**config.mk**
```make
export PLATFORM = sky130hd
export DESIGN_NAME = forward_select_gen_flat
export DESIGN_NICKNAME = d
export VERILOG_FILES = /design/src/rtl/forward_select_gen_if.sv /design/src/rtl/forward_select_gen.sv /design/src/flat_wrapper.sv
export SDC_FILE = /design/constraint.sdc
export NUM_CORES = 1
export LEC_CHECK = 0
export CORE_MARGIN = 4
export CORE_UTILIZATION = 41
export DETAILED_ROUTE_END_ITERATION = 16
export PLACE_DENSITY = 0.72
export SLEW_MARGIN = 20
export SYNTH_ARGS = -nofsm -noshare
export SYNTH_HDL_FRONTEND = slang
export SYNTH_SLANG_ARGS = --single-unit
```
**constraint.sdc**
```tcl
create_clock -name clk -period 3.7 [get_ports clk]
set_input_delay 0.74 -clock clk [delete_from_list [all_inputs] [get_ports clk]]
set_output_delay 0.74 -clock clk [all_outputs]
set_load 0.03 [all_outputs]
```
**src/rtl/forward_select_gen_if.sv**
```systemverilog
// Operand-mux select interface between the hazard controller and the
// ID/EX datapath.
//   master : the forwarding controller (drives selects, stall, count)
//   slave  : the datapath side (drives ID fields and freeze)
// Signals:
//   freeze               global pipeline hold
//   id_valid/id_rs/id_rt/id_dst/id_reg_write/id_mem_read  ID-stage decode
//   fwd_a_sel/fwd_b_sel  registered EX operand mux selects
//   stall                combinational load-use stall request
//   stall_count          saturating count of stall cycles
interface forward_select_gen_if #(
  parameter int STALL_CNT_W = 16
);
  logic                   freeze;
  logic                   id_valid;
  logic [4:0]             id_rs;
  logic [4:0]             id_rt;
  logic [4:0]             id_dst;
  logic                   id_reg_write;
  logic                   id_mem_read;
  logic [1:0]             fwd_a_sel;
  logic [1:0]             fwd_b_sel;
  logic                   stall;
  logic [STALL_CNT_W-1:0] stall_count;

  modport master (
    input  freeze, id_valid, id_rs, id_rt, id_dst, id_reg_write, id_mem_read,
    output fwd_a_sel, fwd_b_sel, stall, stall_count
  );

  modport slave (
    output freeze, id_valid, id_rs, id_rt, id_dst, id_reg_write, id_mem_read,
    input  fwd_a_sel, fwd_b_sel, stall, stall_count
  );
endinterface

```
**src/rtl/forward_select_gen.sv**
```systemverilog
// Forwarding and load-use hazard controller for a 5-stage MIPS pipeline.
// Tracks dst/we/load flags of the instructions in EX, MEM and WB and
// produces registered 2-bit operand mux selects for the instruction in EX
// (00 regfile, 01 MEM/WB result, 10 EX/MEM result) plus a combinational
// load-use stall request.
// Ports:
//   clk    rising-edge clock
//   rst_n  asynchronous active-low reset
//   bus    forward_select_gen_if.master (ID fields, freeze in; selects,
//          stall, stall_count out)
module forward_select_gen #(
  parameter int STALL_CNT_W = 16
) (
  input logic                  clk,
  input logic                  rst_n,
  forward_select_gen_if.master bus
);

  logic                   r_ex_valid;
  logic [4:0]             r_ex_rs;
  logic [4:0]             r_ex_rt;
  logic [4:0]             r_ex_dst;
  logic                   r_ex_we;
  logic                   r_ex_mr;
  logic [4:0]             r_mem_dst;
  logic                   r_mem_we;
  logic [4:0]             r_wb_dst;
  logic                   r_wb_we;
  logic [1:0]             r_fwd_a_sel;
  logic [1:0]             r_fwd_b_sel;
  logic [STALL_CNT_W-1:0] r_stall_count;

  logic                   w_stall;
  logic [1:0]             w_next_a;
  logic [1:0]             w_next_b;
  logic                   w_unused_tracking;

  // EX producer beats MEM producer: it is the more recent write of r.
  function automatic logic [1:0] sel_for(input logic [4:0] r);
    if (r == 5'd0)
      return 2'b00;
    if (r_ex_valid && r_ex_we && (r_ex_dst == r))
      return 2'b10;
    if (r_mem_we && (r_mem_dst == r))
      return 2'b01;
    return 2'b00;
  endfunction

  assign w_next_a = sel_for(bus.id_rs);
  assign w_next_b = sel_for(bus.id_rt);

  assign w_stall = bus.id_valid & r_ex_valid & r_ex_mr & r_ex_we &
                   (r_ex_dst != 5'd0) &
                   ((r_ex_dst == bus.id_rs) | (r_ex_dst == bus.id_rt));

  // WB and the EX source fields are kept for pipeline tracking only.
  assign w_unused_tracking = ^{r_ex_rs, r_ex_rt, r_wb_dst, r_wb_we};

  always_ff @(posedge clk or negedge rst_n) begin
    if (!rst_n) begin
      r_ex_valid    <= 1'b0;
      r_ex_rs       <= '0;
      r_ex_rt       <= '0;
      r_ex_dst      <= '0;
      r_ex_we       <= 1'b0;
      r_ex_mr       <= 1'b0;
      r_mem_dst     <= '0;
      r_mem_we      <= 1'b0;
      r_wb_dst      <= '0;
      r_wb_we       <= 1'b0;
      r_fwd_a_sel   <= 2'b00;
      r_fwd_b_sel   <= 2'b00;
      r_stall_count <= '0;
    end else if (!bus.freeze) begin
      // An invalid EX slot must not become a MEM producer.
      r_mem_dst <= r_ex_dst;
      r_mem_we  <= r_ex_we & r_ex_valid;
      r_wb_dst  <= r_mem_dst;
      r_wb_we   <= r_mem_we;
      if (w_stall) begin
        r_ex_valid  <= 1'b0;
        r_ex_we     <= 1'b0;
        r_ex_mr     <= 1'b0;
        r_fwd_a_sel <= 2'b00;
        r_fwd_b_sel <= 2'b00;
        if (r_stall_count != '1)
          r_stall_count <= r_stall_count + STALL_CNT_W'(1);
      end else begin
        r_ex_valid  <= bus.id_valid;
        r_ex_rs     <= bus.id_rs;
        r_ex_rt     <= bus.id_rt;
        r_ex_dst    <= bus.id_dst;
        r_ex_we     <= bus.id_reg_write;
        r_ex_mr     <= bus.id_mem_read;
        r_fwd_a_sel <= w_next_a;
        r_fwd_b_sel <= w_next_b;
      end
    end
  end

  assign bus.fwd_a_sel   = r_fwd_a_sel;
  assign bus.fwd_b_sel   = r_fwd_b_sel;
  assign bus.stall       = w_stall;
  assign bus.stall_count = r_stall_count;

endmodule

```
**src/flat_wrapper.sv**
```systemverilog
// flat-port wrapper written by rule: the top's interface ports become plain ports
module forward_select_gen_flat 
#(
  parameter int STALL_CNT_W = 16
)
  (clk, rst_n, bus_freeze, bus_id_valid, bus_id_rs, bus_id_rt, bus_id_dst, bus_id_reg_write, bus_id_mem_read, bus_fwd_a_sel, bus_fwd_b_sel, bus_stall, bus_stall_count);
  forward_select_gen_if #(.STALL_CNT_W(STALL_CNT_W)) bus_i ();
  input logic clk;
  input logic rst_n;
  input wire logic [$bits(bus_i.freeze)-1:0] bus_freeze;
  input wire logic [$bits(bus_i.id_valid)-1:0] bus_id_valid;
  input wire logic [$bits(bus_i.id_rs)-1:0] bus_id_rs;
  input wire logic [$bits(bus_i.id_rt)-1:0] bus_id_rt;
  input wire logic [$bits(bus_i.id_dst)-1:0] bus_id_dst;
  input wire logic [$bits(bus_i.id_reg_write)-1:0] bus_id_reg_write;
  input wire logic [$bits(bus_i.id_mem_read)-1:0] bus_id_mem_read;
  output wire logic [$bits(bus_i.fwd_a_sel)-1:0] bus_fwd_a_sel;
  output wire logic [$bits(bus_i.fwd_b_sel)-1:0] bus_fwd_b_sel;
  output wire logic [$bits(bus_i.stall)-1:0] bus_stall;
  output wire logic [$bits(bus_i.stall_count)-1:0] bus_stall_count;
  assign bus_i.freeze = bus_freeze;
  assign bus_i.id_valid = bus_id_valid;
  assign bus_i.id_rs = bus_id_rs;
  assign bus_i.id_rt = bus_id_rt;
  assign bus_i.id_dst = bus_id_dst;
  assign bus_i.id_reg_write = bus_id_reg_write;
  assign bus_i.id_mem_read = bus_id_mem_read;
  assign bus_fwd_a_sel = bus_i.fwd_a_sel;
  assign bus_fwd_b_sel = bus_i.fwd_b_sel;
  assign bus_stall = bus_i.stall;
  assign bus_stall_count = bus_i.stall_count;
  forward_select_gen #(.STALL_CNT_W(STALL_CNT_W)) u_core (.clk(clk), .rst_n(rst_n), .bus(bus_i));
endmodule
```
==> results of run 1 <==
[flip-flops by register name, summed over array words and instances (netlist names)]
register,count
u_core.r_ex_valid,1
u_core.r_ex_we,1
u_core.bus.stall_count,16
u_core.r_ex_dst,5
u_core.bus.fwd_a_sel,2
u_core.bus.fwd_b_sel,2
u_core.r_mem_dst,5
u_core.r_ex_mr,1
u_core.r_mem_we,1
[Yosys cell counts]
library cell / n
dfrtp_1: 34
xnor2_1: 27
nand2_1: 15
nand3_1: 14
mux2_2: 10
xor2_1: 8
nor2_1: 6
nand4_1: 5
nand2b_1: 4
o21ai_0: 4
and4_1: 3
clkbuf_1: 3
nor3_1: 3
nor4_1: 3
o41ai_2: 3
buf_2: 2
nand3_2: 2
nand4b_1: 2
or3_1: 2
or4_1: 2
a2111oi_2: 1
a211o_4: 1
a21o_1: 1
a21oi_2: 1
and2_1: 1
and3_1: 1
and4bb_2: 1
ha_1: 1
inv_1: 1
inv_2: 1
mux2_4: 1
nand2_2: 1
nor2_2: 1
nor3_2: 1
nor3_4: 1
nor4b_1: 1
o22ai_4: 1
[worst max-delay path by stage]
stage / start / endpoint / depth (start not counted) / slack (ns)
global route: bus_id_rs[0] / bus_stall / 6 / 0.57
CTS: bus_id_rs[4] / bus_stall / 6 / 0.68
finish: bus_id_rs[4] / bus_stall / 6 / 0.68
detailed placement: bus_id_rs[4] / bus_stall / 6 / 0.68
global placement: bus_id_rs[0] / bus_stall / 6 / 0.70
floorplan: bus_id_rs[0] / bus_stall / 5 / 1.27
[logic make-up after synthesis]
logic type	after synthesis
and+or+nand+nor	69
AOI/OAI and AO/OA	12
buffers and inverters	7
muxes	11
xor gates and xnor gates	35
DFF	34
adders and majority gates	1
[per-stage QoR]
step	std cells	cell area, um2	power (W)	utilization	setup WS, ns
after floorplan	169	1870	0.000496	-	1.27
after global placement	260	2340	0.000550	0.534	0.702
after detailed placement	260	2340	0.000554	0.534	0.680
after CTS	268	2430	0.000842	0.555	0.681
after global routing	268	2430	0.000868	0.555	0.573
final	268	2430	0.000829	0.555	0.677
[power groups by stage]
stage / Combinational [W] / Sequential [W] / Clock, W
after global placement: 0.000127 / 0.000423 / 0
after detailed placement: 0.000131 / 0.000423 / 0
final: 0.000129 / 0.000415 / 0.000284
after global routing: 0.000142 / 0.000418 / 0.000307
after floorplan: 0.0000762 / 0.000420 / 0
after CTS: 0.000131 / 0.000416 / 0.000295
[metal layers]
layer | global-route usage | up-vias
li1 | - | 690
met1 | 0.220 | 693
met2 | 0.224 | 31
met3 | 0.0528 | 7
met4 | 0.0466 | 0
met5 | 0 | -
[layout make-up]
| class | count | area share |
|---|---|---|
| Inverter | 2 | 0.00309 |
| Clock buffer | 7 | 0.0355 |
| Sequential cell | 34 | 0.350 |
| Tap cell | 52 | 0.0267 |
| Multi-Input combinational cell | 128 | 0.406 |
| Timing Repair Buffer | 44 | 0.177 |
| Clock inverter | 1 | 0.00206 |
[critical path: cells and delay by family]
family	cells	cell delay (ns)
xor+xnor	1	0.15
compound gates	1	0.18
simple gates	2	0.44
buf+inv	2	0.76
==> metrics.md, run 1 <==
| Metric | Value |
|---|---|
| Commonest non-fill, non-tap cell in the layout | `clkdlybuf4s50_1` |
| Vias per Instance | `5.30` |
| CTS clk-pin slew, worst paths | `0.07 ns` |
| Final Setup Violations | `0` |
| Met2 WL | `1840 um` |
| Largest family of logic cells by synthesized area | `simple AND/OR/NAND/NOR gates` |
| Min cycle time layout | `3.02 ns` |
| Largest stage delay on the critical path | `0.54 ns` |
| Routed met1 length | `1830 um` |
| Syn Area/Cell | `11.0 um2` |
| Placeable Area | `4380 um2` |
| Pint | `0.000609 W` |
| Layout area overhead | `30.3%` |
| WL met3 | `208 um` |
| Logic pwr share | `0.156` |
| Power per standard cell area | `341 nW/um2` |
| DP HPWL | `2940 um` |
| Initial antenna violation count | `0` |
| Register Area | `851 um2` |
| Sequential share of power | `0.501` |
| DRC viols | `0` |
| First-pass GRT wire length | `6640 um` |
| Synthesized net count | `191` |
| MaxCap Viol Count | `0` |
| Synthesized cell area | `1870 um2` |
| Fmax | `331 MHz` |
| # hold bufs at CTS | `0` |
| DRT Pass-1 Iters | `4` |
| DIE WIDTH | `75.5 um` |
| CTS max path bufs | `2` |
| Register area share after synthesis | `0.456` |
| RePlAce Congestion | `0.964` |
| Synth area leader | `dfrtp_1` |
| Total Wirelength | `3950 um` |
| Compound-cell area share of the yosys netlist | `0.0737` |
| Syn Inst Count | `169` |
| Simple-gate share of the synthesized area | `0.216` |
| Final Hold Viols | `0` |
| Layout cells sized above 1 | `0.171` |
| Routed vias | `1421` |
| Max layer used | `met4` |
| # Post-CTS Setup Buffers | `0` |
| Slew HR | `0.713` |
| Req. time, crit path | `2.96 ns` |
| Clock Power Share | `0.343` |
| Most frequent cells in the layout | `clkdlybuf4s50_1 (40), dfrtp_1 (34), xnor2_1 (27)` |
| Max stage delay cell, worst path | `clkdlybuf4s50_1` |
| Layout fillers | `398` |
| Htree depth | `2` |
| Sw frac | `0.265` |
| Yosys reg bits | `34` |
| Area taken by multi-input logic gates | `987 um2` |
| Critical setup path kind | `in -> out` |
| Largest net degree at the start of global routing | `35` |
| Netlist cell types | `37` |
| CP Max Fanout | `7` |
| Switching pwr | `0.000220 W` |
| I/O Buffers | `41` |
| Yosys top cell area share | `0.456` |
| All-Layer GR Usage | `0.155` |
| CP Capture Type | `output pin` |
| Post-DR wirelength/cell | `14.7 um` |
| DR iter-0 viols | `75` |
| Die area | `5700 um2` |
| Crit path cell chain | `clkdlybuf4s50_1 > xnor2_1 > nand3_2 > o22ai_4 > and2_1 > buf_4` |
| Die H | `75.5 um` |
| Worst Hold Class | `reg -> reg` |
| Leading cell types by total area after synthesis | `dfrtp_1 (46%), xnor2_1 (13%), mux2_2 (6.0%), nand3_1 (3.8%), xor2_1 (3.8%)` |
| Initial core utilization | `0.426` |
| Hold Path Cell Cnt | `2` |
| N_diodes | `0` |
| RSZ-0062 raised after global routing | `false` |
| Measured slew at the worst slew-check pin | `0.430 ns` |
| Setup_tns | `0 ns` |
| Worst vdd ir | `0.242 mV` |
| Final Cycle Share | `0.817` |
| Final global-route overflow total | `0` |
| Critical path launch point type | `input port` |
| Hold Path End | `u_core.r_ex_we` |
| Antenna viol nets, final | `0` |
| Fin Hold WS | `0.481 ns` |
| CTS tree | `built` |
| Cell leakage power | `0.954 nW` |
| Worst r2r src | `u_core.bus.stall_count[0]` |
| Nets@finish | `237` |
| I/O Pins | `42` |
| Row count | `24` |
| R2R depth | `6` |
| Root buffer cell | `clkbuf_8` |
| CTS Buf Count | `5` |
| Ys Warns | `0` |
| Post-synthesis xor/xnor area fraction | `0.164` |
| Skew final | `0.00465 ns` |
| Post_cts resized | `0` |
| Reg2reg setup slack | `1.84 ns` |
| Vias in the first global route | `1371` |
| Status | `completed` |
| Sinks on Clock Net | `34` |
| Worst skew pair latency | `0.29 ns` |
| Hold Startpoint | `u_core.r_ex_we` |
| Reg-to-Reg End | `u_core.bus.stall_count[10]` |
| Adder-Cell Fraction of Synth Area | `0.00670` |
| Final Slew Violations | `0` |
| CP arrival | `2.28 ns` |
| Mux contribution to synthesized area | `0.0684` |
Power figures use the tool's default switching activity.
==> run 2: changes to the inputs <==
PLACE_DENSITY = 0.75   (was 0.72)
clock period = 2.5 ns   (was 3.7 ns; I/O delays follow)
==> run 2 against run 1 <==
Wire length is 3.1% higher; total power is 55% higher; clock-buffer cell count is 1 higher; highest routed layer unchanged; combinational power is 50% higher; non-clock buffer count is 2 higher; flip-flop and latch count stayed put; register-to-register slack worse by 1.2 ns; clock skew is 0.0034 ns higher; design area is 1.4% higher; global-route usage is 0.43 points lower; hold slack better by 0.0047 ns; cell count is 0.75% higher.
==> metrics.md, run 2 (synthesis results as in run 1) <==
| Metric | Value |
|---|---|
| Vias in the first global route | `1429 (+4.2%)` |
| DRT Pass-1 Iters | `4 (unchanged)` |
| Req. time, crit path | `2.00 ns (-0.96 ns)` |
| Slew HR | `0.717 (+0.00365)` |
| CP top delay family | `buffers and inverters` |
| DIE WIDTH | `75.5 um (unchanged)` |
| N_diodes | `0 (unchanged)` |
| Post-Layout Inst Area | `2470 um2 (+1.4%)` |
| Worst skew pair latency | `0.29 ns (about the same)` |
| CP arrival | `1.83 ns (-0.45 ns)` |
| Largest net degree at the start of global routing | `35 (unchanged)` |
| Initial antenna violation count | `0 (unchanged)` |
| CP Capture Type | `output pin` |
| Final global-route overflow total | `0 (unchanged)` |
| Placeable Area | `4380 um2 (unchanged)` |
| Skew final | `0.00803 ns (+0.00338 ns)` |
| Die H | `75.5 um (unchanged)` |
| I/O Buffers | `41 (unchanged)` |
| Layout cells sized above 1 | `0.183 (+0.0122)` |
| Sinks on Clock Net | `34 (unchanged)` |
| Reg2reg setup slack | `0.63 ns (-1.21 ns)` |
| Fin Hold WS | `0.486 ns (+0.00469 ns)` |
| Final Slew Violations | `0 (unchanged)` |
| Number of flip-flops in the largest register | `16 (unchanged)` |
| # Post-CTS Setup Buffers | `0 (unchanged)` |
| Final Hold Viols | `0 (unchanged)` |
| Nets@finish | `239 (+0.84%)` |
| Antenna viol nets, final | `0 (unchanged)` |
| Setup_tns | `0 ns (unchanged)` |
| Post-DR wirelength/cell | `15.1 um (+2.3%)` |
| Setup WS pre-CTS | `0.167 ns (-0.513 ns)` |
| All-Layer GR Usage | `0.151 (-0.00428)` |
| Critical path launch point type | `input port` |
| Min cycle time layout | `2.33 ns` |
| Total Wirelength | `4070 um (+3.1%)` |
| Status | `completed` |
| Worst Hold Class | `reg -> reg` |
| Root buffer cell | `clkbuf_8` |
| # hold bufs at CTS | `0 (unchanged)` |
| Htree depth | `2 (unchanged)` |
| Commonest non-fill, non-tap cell in the layout | `clkdlybuf4s50_1` |
| Hold Path Cell Cnt | `2 (unchanged)` |
| CTS tree | `built` |
| Critical setup path kind | `in -> out` |
| Crit path cell chain | `clkdlybuf4s50_1 > xnor2_1 > nand3_2 > o22ai_4 > and2_1 > buf_4` |
| Cell leakage power | `0.974 nW (+2.1%)` |
| First-pass GRT wire length | `6560 um (-1.2%)` |
| R2R depth | `6 (unchanged)` |
| DRC viols | `0 (unchanged)` |
| Vias per Instance | `5.27 (-0.60%)` |
| DP HPWL | `3040 um (+3.4%)` |
| Final Cycle Share | `0.931` |
| Row count | `24 (unchanged)` |
| Final Setup Violations | `0 (unchanged)` |
| Post_cts resized | `0 (unchanged)` |
| I/O Pins | `42 (unchanged)` |
| Hold Startpoint | `u_core.bus.fwd_b_sel[1]` |
| RSZ-0062 raised after global routing | `false` |
| Max stage delay cell, worst path | `clkdlybuf4s50_1` |
| Largest stage delay on the critical path | `0.53 ns (about the same)` |
| CP Max Fanout | `3 (-4)` |
| Hold Path End | `u_core.bus.fwd_b_sel[1]` |
| DR iter-0 viols | `80 (+6.7%)` |
| Die area | `5700 um2 (unchanged)` |
| Post-DP Area | `2360 um2 (+0.64%)` |
| Measured slew at the worst slew-check pin | `0.425 ns (-0.00547 ns)` |
| MaxCap Viol Count | `0 (unchanged)` |
| CTS Buf Count | `5 (unchanged)` |
| RePlAce Congestion | `0.846 (-12%)` |
| CTS max path bufs | `2 (unchanged)` |
| Initial core utilization | `0.426 (unchanged)` |
| Worst vdd ir | `0.236 mV (-2.2%)` |
| Layout area overhead | `32.1%` |
| Reg-to-Reg End | `u_core.bus.stall_count[1]` |
| Fmax | `429 MHz` |
| Routed vias | `1423 (+0.14%)` |
| Number of buffers and inverters on the critical path | `2 (unchanged)` |
| Most frequent cells in the layout | `clkdlybuf4s50_1 (40), dfrtp_1 (34), xnor2_1 (27)` |
| CTS clk-pin slew, worst paths | `0.07 ns (about the same)` |
| Worst r2r src | `u_core.bus.stall_count[0]` |
| Power per standard cell area | `520 nW/um2 (+53%)` |
| Final worst slack | `0.171 ns (-0.506 ns)` |
## run 2: changes by cell type in the layout (fill, tap and decap cells not counted), sizes merged
cell and delta:
clkinv -1, buf +2, clkbuf +1
## run 2: cell type report
class / instances / area [um2]
Clock buffer: 8 / 110
Fill cell: 389 / 1920
Inverter: 2 / 7.51
Multi-Input combinational cell: 128 / 987
Sequential cell: 34 / 851
Tap cell: 52 / 65.1
Timing Repair Buffer: 46 / 445
## run 2: worst max path at each step
stage          depth (start not counted)  slack (ns)         start   endpoint
2_1_floorplan                          5        0.55  bus_id_rs[0]  bus_stall
3_3_place_gp                           6        0.18  bus_id_rs[0]  bus_stall
3_5_place_dp                           6        0.17  bus_id_rs[0]  bus_stall
4_1_cts                                6        0.16  bus_id_rs[0]  bus_stall
5_1_grt                                6        0.09  bus_id_rs[0]  bus_stall
6_report                               6        0.17  bus_id_rs[0]  bus_stall
## run 2: through the flow
step / utilization / total power, W / cells
finish: 0.563 / 0.00128 / 270
global route: 0.563 / 0.00134 / 270
CTS: 0.563 / 0.00130 / 270
detailed placement: 0.537 / 0.000820 / 262
global placement: 0.537 / 0.000816 / 262
floorplan: - / 0.000734 / 169
## run 2: worst reg2reg max path, stage by stage (launching register included)
cell and delay [ns]:
dfrtp_1 0.43, ha_1 0.24, nand3_1 0.16, and4bb_2 0.28
nor3_4 0.23, nand2_2 0.12, mux2_4 0.30
## run 2: power by group
group          switching, W  leakage [nW]  internal, W
Combinational     0.0000922         0.470     0.000102
Clock              0.000197        0.0575     0.000278
Sequential        0.0000361         0.446     0.000579
## run 2: per-layer routing
metal / wire length (um) / vias to the layer above / GRT usage
met5: 0 / - / 0
li1: - / 692 / -
met2: 1950 / 27 / 0.238
met4: 36 / 0 / 0.0524
met3: 135 / 4 / 0.0356
met1: 1950 / 700 / 0.204
==> run 3: changes to the inputs <==
CTS_CLUSTER_SIZE = 25   (was default)
GPL_TIMING_DRIVEN = 1   (was default)
RECOVER_POWER = 25   (was default)
==> run 3 against run 2 <==
Core utilization down 0.057 points; combinational power hardly changed; clock skew unchanged; hold slack did not move; total power about the same; critical endpoint unchanged; highest routed layer unchanged.
==> metrics.md, run 3 (synthesis results as in run 1) <==
| Metric | Value |
|---|---|
| # Post-CTS Setup Buffers | `0 (unchanged)` |
| Final Slew Violations | `0 (unchanged)` |
| Critical path launch point type | `input port` |
| Worst r2r src | `u_core.bus.stall_count[0]` |
| Critical setup path kind | `in -> out` |
| Worst skew pair latency | `0.29 ns (about the same)` |
| Layout area overhead | `32.0%` |
| Commonest non-fill, non-tap cell in the layout | `clkdlybuf4s50_1` |
| DR iter-0 viols | `80 (unchanged)` |
| Sinks on Clock Net | `34 (unchanged)` |
| Hold Startpoint | `u_core.bus.fwd_b_sel[1]` |
| Final global-route overflow total | `0 (unchanged)` |
| Worst vdd ir | `0.236 mV (unchanged)` |
| Min cycle time layout | `2.33 ns (unchanged)` |
| Vias in the first global route | `1429 (unchanged)` |
| Skew final | `0.00803 ns (unchanged)` |
| Row count | `24 (unchanged)` |
| Final Cycle Share | `0.931 (unchanged)` |
| Routed vias | `1423 (unchanged)` |
| Final Setup Violations | `0 (unchanged)` |
| Largest stage delay on the critical path | `0.53 ns (about the same)` |
| Setup_tns | `0 ns (unchanged)` |
| Die area | `5700 um2 (unchanged)` |
| DRT Pass-1 Iters | `4 (unchanged)` |
| Measured slew at the worst slew-check pin | `0.833 ns (+0.408 ns)` |
| RePlAce Congestion | `0.846 (unchanged)` |
| DP HPWL | `3040 um (unchanged)` |
| Die H | `75.5 um (unchanged)` |
| Req. time, crit path | `2.00 ns (about the same)` |
| # hold bufs at CTS | `0 (unchanged)` |
| Reg-to-Reg End | `u_core.bus.stall_count[1]` |
| Post_cts resized | `0 (unchanged)` |
| Hold Path End | `u_core.bus.fwd_b_sel[1]` |
| DIE WIDTH | `75.5 um (unchanged)` |
| Antenna viol nets, final | `0 (unchanged)` |
| Final worst slack | `0.171 ns (unchanged)` |
| Layout cells sized above 1 | `0.183 (unchanged)` |
| Vias per Instance | `5.27 (unchanged)` |
| CP Max Fanout | `3 (unchanged)` |
| CTS tree | `built` |
| RSZ-0062 raised after global routing | `false` |
| Max stage delay cell, worst path | `clkdlybuf4s50_1` |
| MaxCap Viol Count | `0 (unchanged)` |
| Reg2reg setup slack | `0.63 ns (about the same)` |
| Post-DR wirelength/cell | `15.1 um (unchanged)` |
| Nets@finish | `239 (unchanged)` |
| Slew HR | `0.445 (-0.272)` |
| Root buffer cell | `clkbuf_8` |
| Number of flip-flops in the largest register | `16 (unchanged)` |
| Fmax | `429 MHz (unchanged)` |
| N_diodes | `0 (unchanged)` |
| Worst Hold Class | `reg -> reg` |
| Initial antenna violation count | `0 (unchanged)` |
| All-Layer GR Usage | `0.151 (unchanged)` |
| Setup WS pre-CTS | `0.167 ns (unchanged)` |
| Fin Hold WS | `0.486 ns (unchanged)` |
| R2R depth | `6 (unchanged)` |
| Hold Path Cell Cnt | `2 (unchanged)` |
| Htree depth | `2 (unchanged)` |
| Status | `completed` |
| Final Hold Viols | `0 (unchanged)` |
| CTS Buf Count | `5 (unchanged)` |
| First-pass GRT wire length | `6560 um (unchanged)` |
| Crit path cell chain | `clkdlybuf4s50_1 > xnor2_1 > nand3_2 > o22ai_4 > and2_1 > buf_4` |
| Power per standard cell area | `521 nW/um2 (about the same)` |
| Placeable Area | `4380 um2 (unchanged)` |
| I/O Pins | `42 (unchanged)` |
| CP arrival | `1.83 ns (about the same)` |
| CTS clk-pin slew, worst paths | `0.07 ns (about the same)` |
| I/O Buffers | `41 (unchanged)` |
| DRC viols | `0 (unchanged)` |
| CP Capture Type | `output pin` |
| Total Wirelength | `4070 um (unchanged)` |
| CTS max path bufs | `2 (unchanged)` |
| Initial core utilization | `0.426 (unchanged)` |
| Largest net degree at the start of global routing | `35 (unchanged)` |
| Cell leakage power | `0.973 nW (about the same)` |
| Most frequent cells in the layout | `clkdlybuf4s50_1 (39), dfrtp_1 (34), xnor2_1 (27)` |
## run 3: cell types whose count changed in the layout (fill, tap and decap cells not counted)
cell,previous run,this run
clkbuf_2,0,1
buf_4,6,5
dlygate4sd3_1,0,1
clkdlybuf4s50_1,40,39
## run 3: worst max path at each step
| stage | from | endpoint | slack (ns) | cells past startpoint |
|---|---|---|---|---|
| CTS | bus_id_rs[0] | bus_stall | 0.16 | 6 |
| detailed placement | bus_id_rs[0] | bus_stall | 0.17 | 6 |
| floorplan | bus_id_rs[0] | bus_stall | 0.55 | 5 |
| finish | bus_id_rs[0] | bus_stall | 0.17 | 6 |
| global placement | bus_id_rs[0] | bus_stall | 0.18 | 6 |
| global route | bus_id_rs[0] | bus_stall | 0.09 | 6 |
## run 3: final cells by class
cell class	instances	area, um2
Fill cell	389	1920
Tap cell	52	65.1
Sequential cell	34	851
Inverter	2	7.51
Clock buffer	8	110
Timing Repair Buffer	46	443
Multi-Input combinational cell	128	987
## run 3: stage by stage
stage,cell area (um2),utilization,power (W),std cells
6_report,2460,0.562,0.00128,270
5_1_grt,2460,0.562,0.00134,270
4_1_cts,2470,0.563,0.00130,270
3_5_place_dp,2360,0.537,0.000820,262
3_3_place_gp,2360,0.537,0.000816,262
2_1_floorplan,1870,-,0.000734,169
## run 3: worst max-delay path: cells and delay by family
kind                   cells  cell delay [ns]
AND/OR/NAND/NOR            2             0.29
XOR/XNOR                   1             0.15
AO/OA/AOI/OAI              1             0.18
buffers and inverters      2             0.69
## run 3: routing by layer
layer | track usage | up-vias | share of wire
met2 | 0.238 | 27 | 0.48
li1 | - | 692 | -
met1 | 0.204 | 700 | 0.48
met3 | 0.0356 | 4 | 0.033
met4 | 0.0524 | 0 | 0.0088
met5 | 0 | - | 0
## run 3: power by group
| group | total [W] | switching, W | internal (W) |
|---|---|---|---|
| registers | 0.000615 | 0.0000361 | 0.000579 |
| logic | 0.000193 | 0.0000922 | 0.000101 |
| clock network | 0.000475 | 0.000197 | 0.000278 |
| total | 0.00128 | 0.000325 | 0.000958 |
